`src/rtl/fetch_pkg.sv`:
```
// Shared types and constants for the instruction fetch sequencer.
// The optional FETCH_PERF_EN build adds transfer and bubble counters to fetch_sequencer.
package fetch_pkg;

  typedef enum logic [1:0] {
    BOOT     = 2'd0,
    RUN      = 2'd1,
    REDIRECT = 2'd2,
    HALTED   = 2'd3
  } fetch_state_t;

  localparam logic [31:0] PC_STEP          = 32'd4;
  localparam logic [31:0] DEFAULT_RESET_PC = 32'h0000_0000;

endpackage

```
`src/rtl/fetch_pc_reg.sv`:
```
// Program counter register with redirect load, sequential increment and hold.
// A redirect target is always word-aligned on load.
module fetch_pc_reg
  import fetch_pkg::*;
#(
  parameter logic [31:0] RESET_PC = DEFAULT_RESET_PC
) (
  input  logic        Clk,
  input  logic        Reset,
  input  logic        load,
  input  logic [31:0] target,
  input  logic        incr,
  output logic [31:0] pc,
  output logic [31:0] pc_plus4
);

  assign pc_plus4 = pc + PC_STEP;

  always_ff @(posedge Clk) begin
    if (Reset)
      pc <= RESET_PC;
    else if (load)
      pc <= target & 32'hFFFF_FFFC;
    else if (incr)
      pc <= pc_plus4;
  end

endmodule

```
`src/rtl/fetch_sequencer.sv`:
```
// Fetch stage sequencer: owns the PC, fills IF/ID under a valid/ready handshake,
// applies redirects and halts. Define FETCH_PERF_EN to add FetchCount/BubbleCount.
module fetch_sequencer
  import fetch_pkg::*;
#(
  parameter logic [31:0] RESET_PC = DEFAULT_RESET_PC
) (
  input  logic        Clk,
  input  logic        Reset,
  input  logic [31:0] InstrIn,
  input  logic        BranchTaken,
  input  logic [31:0] BranchTarget,
  input  logic        Halt,
  input  logic        DecReady,
  output logic [31:0] PCAddr,
  output logic [31:0] IFIDInstr,
  output logic [31:0] IFIDPCPlus4,
  output logic        IFIDValid,
  output logic        Halted
`ifdef FETCH_PERF_EN
  ,
  output logic [31:0] FetchCount,
  output logic [31:0] BubbleCount
`endif
);

  fetch_state_t state, state_next;
  logic         pc_load, capture, transfer, capture_ok;
  logic [31:0]  pc_plus4;

  assign transfer   = IFIDValid && DecReady;
  assign capture_ok = !IFIDValid || DecReady;
  assign Halted     = (state == HALTED);

  fetch_pc_reg #(.RESET_PC(RESET_PC)) u_pc (
    .Clk      (Clk),
    .Reset    (Reset),
    .load     (pc_load),
    .target   (BranchTarget),
    .incr     (capture),
    .pc       (PCAddr),
    .pc_plus4 (pc_plus4)
  );

  always_ff @(posedge Clk) begin
    if (Reset)
      state <= BOOT;
    else
      state <= state_next;
  end

  always_comb begin
    state_next = state;
    case (state)
      BOOT:     state_next = RUN;
      RUN:      if (BranchTaken)   state_next = REDIRECT;
                else if (Halt)     state_next = HALTED;
      REDIRECT: state_next = BranchTaken ? REDIRECT : RUN;
      HALTED:   state_next = HALTED;
      default:  state_next = BOOT;
    endcase
  end

  // Redirect beats halt and capture; halted or booting states never capture.
  always_comb begin
    pc_load = 1'b0;
    capture = 1'b0;
    case (state)
      RUN: begin
        if (BranchTaken)
          pc_load = 1'b1;
        else if (!Halt && capture_ok)
          capture = 1'b1;
      end
      REDIRECT: pc_load = BranchTaken;
      default: ;
    endcase
  end

  always_ff @(posedge Clk) begin
    if (Reset) begin
      IFIDInstr   <= 32'h0;
      IFIDPCPlus4 <= 32'h0;
      IFIDValid   <= 1'b0;
    end else if (pc_load) begin
      IFIDValid <= 1'b0;
    end else if (capture) begin
      IFIDInstr   <= InstrIn;
      IFIDPCPlus4 <= pc_plus4;
      IFIDValid   <= 1'b1;
    end else if (transfer) begin
      IFIDValid <= 1'b0;
    end
  end

`ifdef FETCH_PERF_EN
  always_ff @(posedge Clk) begin
    if (Reset) begin
      FetchCount  <= 32'h0;
      BubbleCount <= 32'h0;
    end else begin
      if (transfer)
        FetchCount <= FetchCount + 32'd1;
      if ((state == RUN || state == REDIRECT) && !IFIDValid)
        BubbleCount <= BubbleCount + 32'd1;
    end
  end
`endif

endmodule

```
`config.mk`:
```
export PLATFORM = sky130hd
export DESIGN_NAME = fetch_sequencer
export DESIGN_NICKNAME = d
export VERILOG_FILES = /design/src/rtl/fetch_pkg.sv /design/src/rtl/fetch_pc_reg.sv /design/src/rtl/fetch_sequencer.sv
export SDC_FILE = /design/constraint.sdc
export NUM_CORES = 1
export LEC_CHECK = 0
export CORE_ASPECT_RATIO = 1.4
export CORE_MARGIN = 2
export CORE_UTILIZATION = 45
export CTS_BUF_LIST = sky130_fd_sc_hd__clkbuf_16
export DETAILED_ROUTE_END_ITERATION = 8
export PLACE_DENSITY = 0.91
export SETUP_SLACK_MARGIN = 0.02
export SYNTH_ARGS = -nofsm -noshare
export SYNTH_HDL_FRONTEND = slang
export SYNTH_SLANG_ARGS = --single-unit
```
`constraint.sdc`:
```
create_clock -name Clk -period 3 [get_ports Clk]
set_clock_uncertainty 0.2 [all_clocks]
set_input_delay 0.3 -clock Clk [delete_from_list [all_inputs] [get_ports Clk]]
set_output_delay 0.3 -clock Clk [all_outputs]
set_load 0.1 [all_outputs]
```
; Word level (Yosys, flattened, before mapping)
; Cells that the tools add are included.
; W data, S select, Z words.
[classes]
addsub = 1
shifts = 0
n_mul = 0
n_eq_ne = 4
reduce_logical = 10
div_mod_pow = 0
n_bitwise = 1
n_mux = 13
magnitude_cmp = 0
[ops]
columns = op, n
row1 = $mux W32, 2
row2 = $add A32 B3 Y32 const B, 1
row3 = $pmux W2 S4, 1
row4 = $mux W1, 6
row5 = $mux W2, 3
row6 = $eq A2 B2 Y1 const B, 2
row7 = $reduce_bool A2 Y1, 2
row8 = $ne A3 B3 Y1 const B, 1
row9 = $eq A2 B1 Y1 const B, 1
row10 = $logic_and A1 B1 Y1, 2
row11 = $logic_not A1 Y1, 2
row12 = $logic_not A2 Y1, 1
row13 = $pmux W1 S2, 1
row14 = $reduce_and A2 Y1, 1
row15 = $reduce_or A2 Y1, 1
row16 = $logic_or A1 B1 Y1, 1
row17 = $not A1 Y1, 1
[word_totals]
ram_bits = 0
mem_count = 0
out_inout_bits = 98
latchBits = 0
word_cells = 35
register_bits = 99
romBits = 0

; Logic depth before layout (Yosys ltp)
[depth]
ltp_word = 8
depth_mapped = 9
depth_no_buf = 7

; By module
; A second synthesis with hierarchy kept.
[unflattened]
cells_unflattened = 613
area_unflattened_um2 = 5520.3
[modules_own_cells]
columns = module, n_inst, cells_each, seq_area_each_um2, area_per_inst_um2
row1 = fetch_sequencer, 1, 298, 1341.3, 3103.0
row2 = fetch_pc_reg, 1, 315, 600.6, 2417.3

; Worst setup path before layout
; OpenSTA, ideal clock, no wires.
[synth_path]
path_type = register -> register
from = register u_pc.pc[2]
to = register u_pc.pc[20]
setup_time_ns = 0.132
stages_incl_launch_ff = 8
path_slack_ns = 0.256
n_path_buf = 1
t_arrival_ns = 2.412
path_cell_list = dfxtp_1 -> ha_1 -> and2_1 -> clkbuf_1 -> nand3_1 -> o31a_1 -> o21ai_0 -> a21oi_1
[synth_between]
elab_chain_len = 3
[synth_lines]
columns = item, line_no
row1 = from (decl), fetch_pc_reg.sv:13  ; output logic [31:0] pc,
row2 = from (signal assigned), fetch_pc_reg.sv:23  ; pc <= target & 32'hFFFF_FFFC;
row3 = from (signal assigned), fetch_pc_reg.sv:25  ; pc <= pc_plus4;
row4 = $add A32 B3 Y32, fetch_pc_reg.sv:17  ; assign pc_plus4 = pc + PC_STEP;
row5 = $mux W32, fetch_pc_reg.sv:24  ; else if (incr)
row6 = $mux W32, fetch_pc_reg.sv:22  ; else if (load)
; Every way passes these cells. The select of a mux whose other input is x is not followed.
; A chain may end at the register's enable or synchronous reset.

; Worst setup path in the final report
[layout_path]
from = register u_pc.pc[10]
to = register u_pc.pc[26]
; Same word-level chain as after synthesis.

==> metrics.csv <==
stage,metric,value,unit
synthesis,synth warn,0,
hold_path,Hold Crit Class,input port to flip-flop,
power,Max VDD drop,0.0003215,V
detailed_routing,Max Used Layer,met4,
outcome,status,"complete, no violations",
global_route,vias in the first global route,4155,
timing,achievable clock frequency,0.4054,GHz
layout,P&R area growth vs syn,37.80,%
layout,share of cells above drive strength 1,19.51,%
synthesis,Syn Std Cell Area,4456,sq um
timing,Final Hold Fails,0,
detailed_routing,ANT nets after route,0,
synthesis,Synth Flop Type,dfxtp_1,
placement,RePlAce Congestion,0.8860,
synthesis,Synth top area share,42.68,%
synthesis,count of cell types in the netlist,55,
die,Die Footprint,10720,sq um
die,Initial Util,45.50,%
placement,Port Buffers,160,
detailed_routing,Pre-antenna DRT Iters,5,
timing,setup TNS,0,ns
clocking,Inserted Clock Buffers,9,
global_route,largest net degree at the start of global routing,41,
critical_path,crit-path cells,and4_4 -> and4_1 -> nand3_1 -> or3_1 -> o211ai_2,
die,Die W,88.10,um
synthesis,Post-synth EDFFs,0,
power,sequential power share,37.7,%
critical_path,Startpoint Class,flip-flop,
layout,Final nets,763,
critical_path,CP Data Arrival Time,2.54,ns
clocking,clock latency on the worst-skew pair,0.34,ns
critical_path,CP Capture Type,flip-flop,
clocking,Root Driver,clkbuf_16,
detailed_routing,vias per inst,5.414,
synthesis,number of synthesized register bits,95,
critical_path,Slowest cell on crit path,and4_1,
synthesis,"FFs w/ async S/R, synth",0,%
global_route,GRT Util Overall,22.89,%
critical_path,"delay-heaviest family, CP",simple AND/OR/NAND/NOR gates,
synthesis,synth top area cells,"dfxtp_1, nand2_1, a21oi_1, nor2_1, a211oi_1",
die,core box area,9792,sq um
die,Std-Cell Rows,43,
global_route,total grt overflow,0,
timing,fin crit share,82.22,%
timing,max-slew violation count,0,
clocking,clock sink count,95,
detailed_routing,Detailed Route Iter0 Violations,330,
timing,RSZ-0062 raised after global routing,no,
layout,FILL cells,839,
placement,Placed Area,5894,sq um
clocking,H-tree Lvls,3,
die,io pins,167,
power,part of the power in the clock network,24.9,%
critical_path,critical path type,flip-flop to flip-flop,
clocking,CTS Hold Bufs,0,
clocking,clock-pin slew on the worst setup and hold paths,0.06,ns
global_route,first-pass GRT wire length,19.56,mm
critical_path,Critical path buffers and inverters,0,
timing,Final min period,2.467,ns
global_route,initial antenna violation count,0,
timing,Slew @ Worst Pin,0.6354,ns
layout,"commonest non-fill, non-tap cell in the layout",buf_4,
synthesis,Synth area leader,dfxtp_1,
critical_path,Max Fanout on Critical Path,16,
job,max_cap viols,0,
placement,dpl hpwl,9.208,mm
detailed_routing,drt wl/cell,15.20,um
detailed_routing,met3 wire len,856,um
clocking,CTS tree,done,
clocking,clk buf depth,2,
power,Psw,1681,uW
die,Die Span Y,121.7,um
layout,most frequent cells in the layout,"buf_4, dfxtp_1, nand2_1",
power,logic gate share of total power,37.4,%
detailed_routing,Post-Route WL,12.57,mm
detailed_routing,vias,4477,
timing,final setup fails,0,
synthesis,post-synthesis instance total,550,
clocking,cts repair resizes,0,
power,Int Power,2295,uW
timing,worst rel slew slack,57.64,%
layout,Antenna diodes,0,
synthesis,sequential-to-total area share from yosys stat,42.68,%
detailed_routing,met2 routed WL,6.306,mm
detailed_routing,DRC Markers,0,
layout,cell area after layout,6140,sq um
power,Leak,0.002354,uW
critical_path,Crit path largest cell delay,0.62,ns
critical_path,"Req. time, crit path",3.07,ns
clocking,postcts setup bufs,0,
power,Power Density,647.7,nW/um^2
power,Sw Ratio,42.28,%
detailed_routing,WL met1,5.100,mm
synthesis,Avg Inst Size Synth,8.101,sq um
## path summary, 6_finish.rpt
kind                         startpoint                          to  slack [ns]  cells after the start
max            u_pc.pc[10]$_SDFFE_PP0P_    u_pc.pc[26]$_SDFFE_PP0P_        0.53                      5
min                               Reset       state[0]$_SDFFE_PP0P_        0.15                      2
max reg2reg    u_pc.pc[10]$_SDFFE_PP0P_    u_pc.pc[26]$_SDFFE_PP0P_        0.53                      5
min reg2reg  IFIDInstr[19]$_SDFFE_PP0P_  IFIDInstr[19]$_SDFFE_PP0P_        0.25                      2
## layout make-up
cell class,instances,area (sq um),share of cell area (%)
Multi-Input combinational cell,401,2296,37.40
Sequential cell,95,1902,30.98
Timing Repair Buffer,175,1501,24.45
Clock buffer,9,225.2,3.668
Tap cell,135,168.9,2.751
Inverter,7,26.28,0.4280
Clock inverter,5,20.02,0.3261
## synthesized netlist by cell type (all sizes together) (2+ instances only)
cell type,instances
nand2,96
dfxtp,95
a21oi,70
nor2,45
clkbuf,26
buf,24
o21ai,23
a211oi,19
xnor2,13
nand4,12
nor3,12
a31oi,11
nand3,11
nor4,9
a22oi,8
and3,7
inv,7
xor2,7
or3,6
and4,5
ha,5
a221oi,4
and2,4
o31a,4
o22ai,3
a222oi,2
a311oi,2
a41oi,2
nand2b,2
nor2b,2
nor3b,2
## power groups by stage
stage | Sequential, uW | Combinational [uW] | Clock (uW)
after floorplan | 2200 | 438 | 0
after global placement | 1510 | 1470 | 0
after detailed placement | 1520 | 1480 | 0
after CTS | 1490 | 1480 | 1000
after global routing | 1510 | 1560 | 1050
final | 1500 | 1490 | 992
## sequential cells by signal (all words and copies together) (netlist names)
signal,count
IFIDPCPlus4,30
state,2
IFIDInstr,32
u_pc.pc,30
IFIDValid,1
## per-layer routing
metal  vias to the layer above  GRT usage, %
met5                         -             0
met4                         0         10.70
met3                        27         4.810
met2                       179         38.02
met1                      2057         28.05
li1                       2214             -
## cell families (layout without fill, tap and decap cells)
| logic type | after synthesis | in the layout | share of synthesized area (%) |
|---|---|---|---|
| flops | 95 | 95 | 42.68 |
| buf+inv | 57 | 196 | 6.206 |
| compound gates | 155 | 155 | 21.40 |
| fa+ha+maj | 5 | 5 | 1.404 |
| simple gates | 217 | 217 | 24.29 |
| other cells | 1 | 4 | 0.08417 |
| xor+xnor | 20 | 20 | 3.932 |
## stage by stage
step	power [uW]	worst slack [ns]	util, %	cells	hold slack [ns]
final	3977	0.5335	62.70	827	0.1503
after global routing	4118	0.3665	62.70	827	0.1684
after CTS	3982	0.5881	62.70	827	0.1387
after detailed placement	3004	0.3677	60.20	813	0.2474
after global placement	2979	0.4112	60.20	813	0.2422
after floorplan	2634	0.2562	-	553	0.2360
No activity file was read; power rests on OpenSTA's default activity.
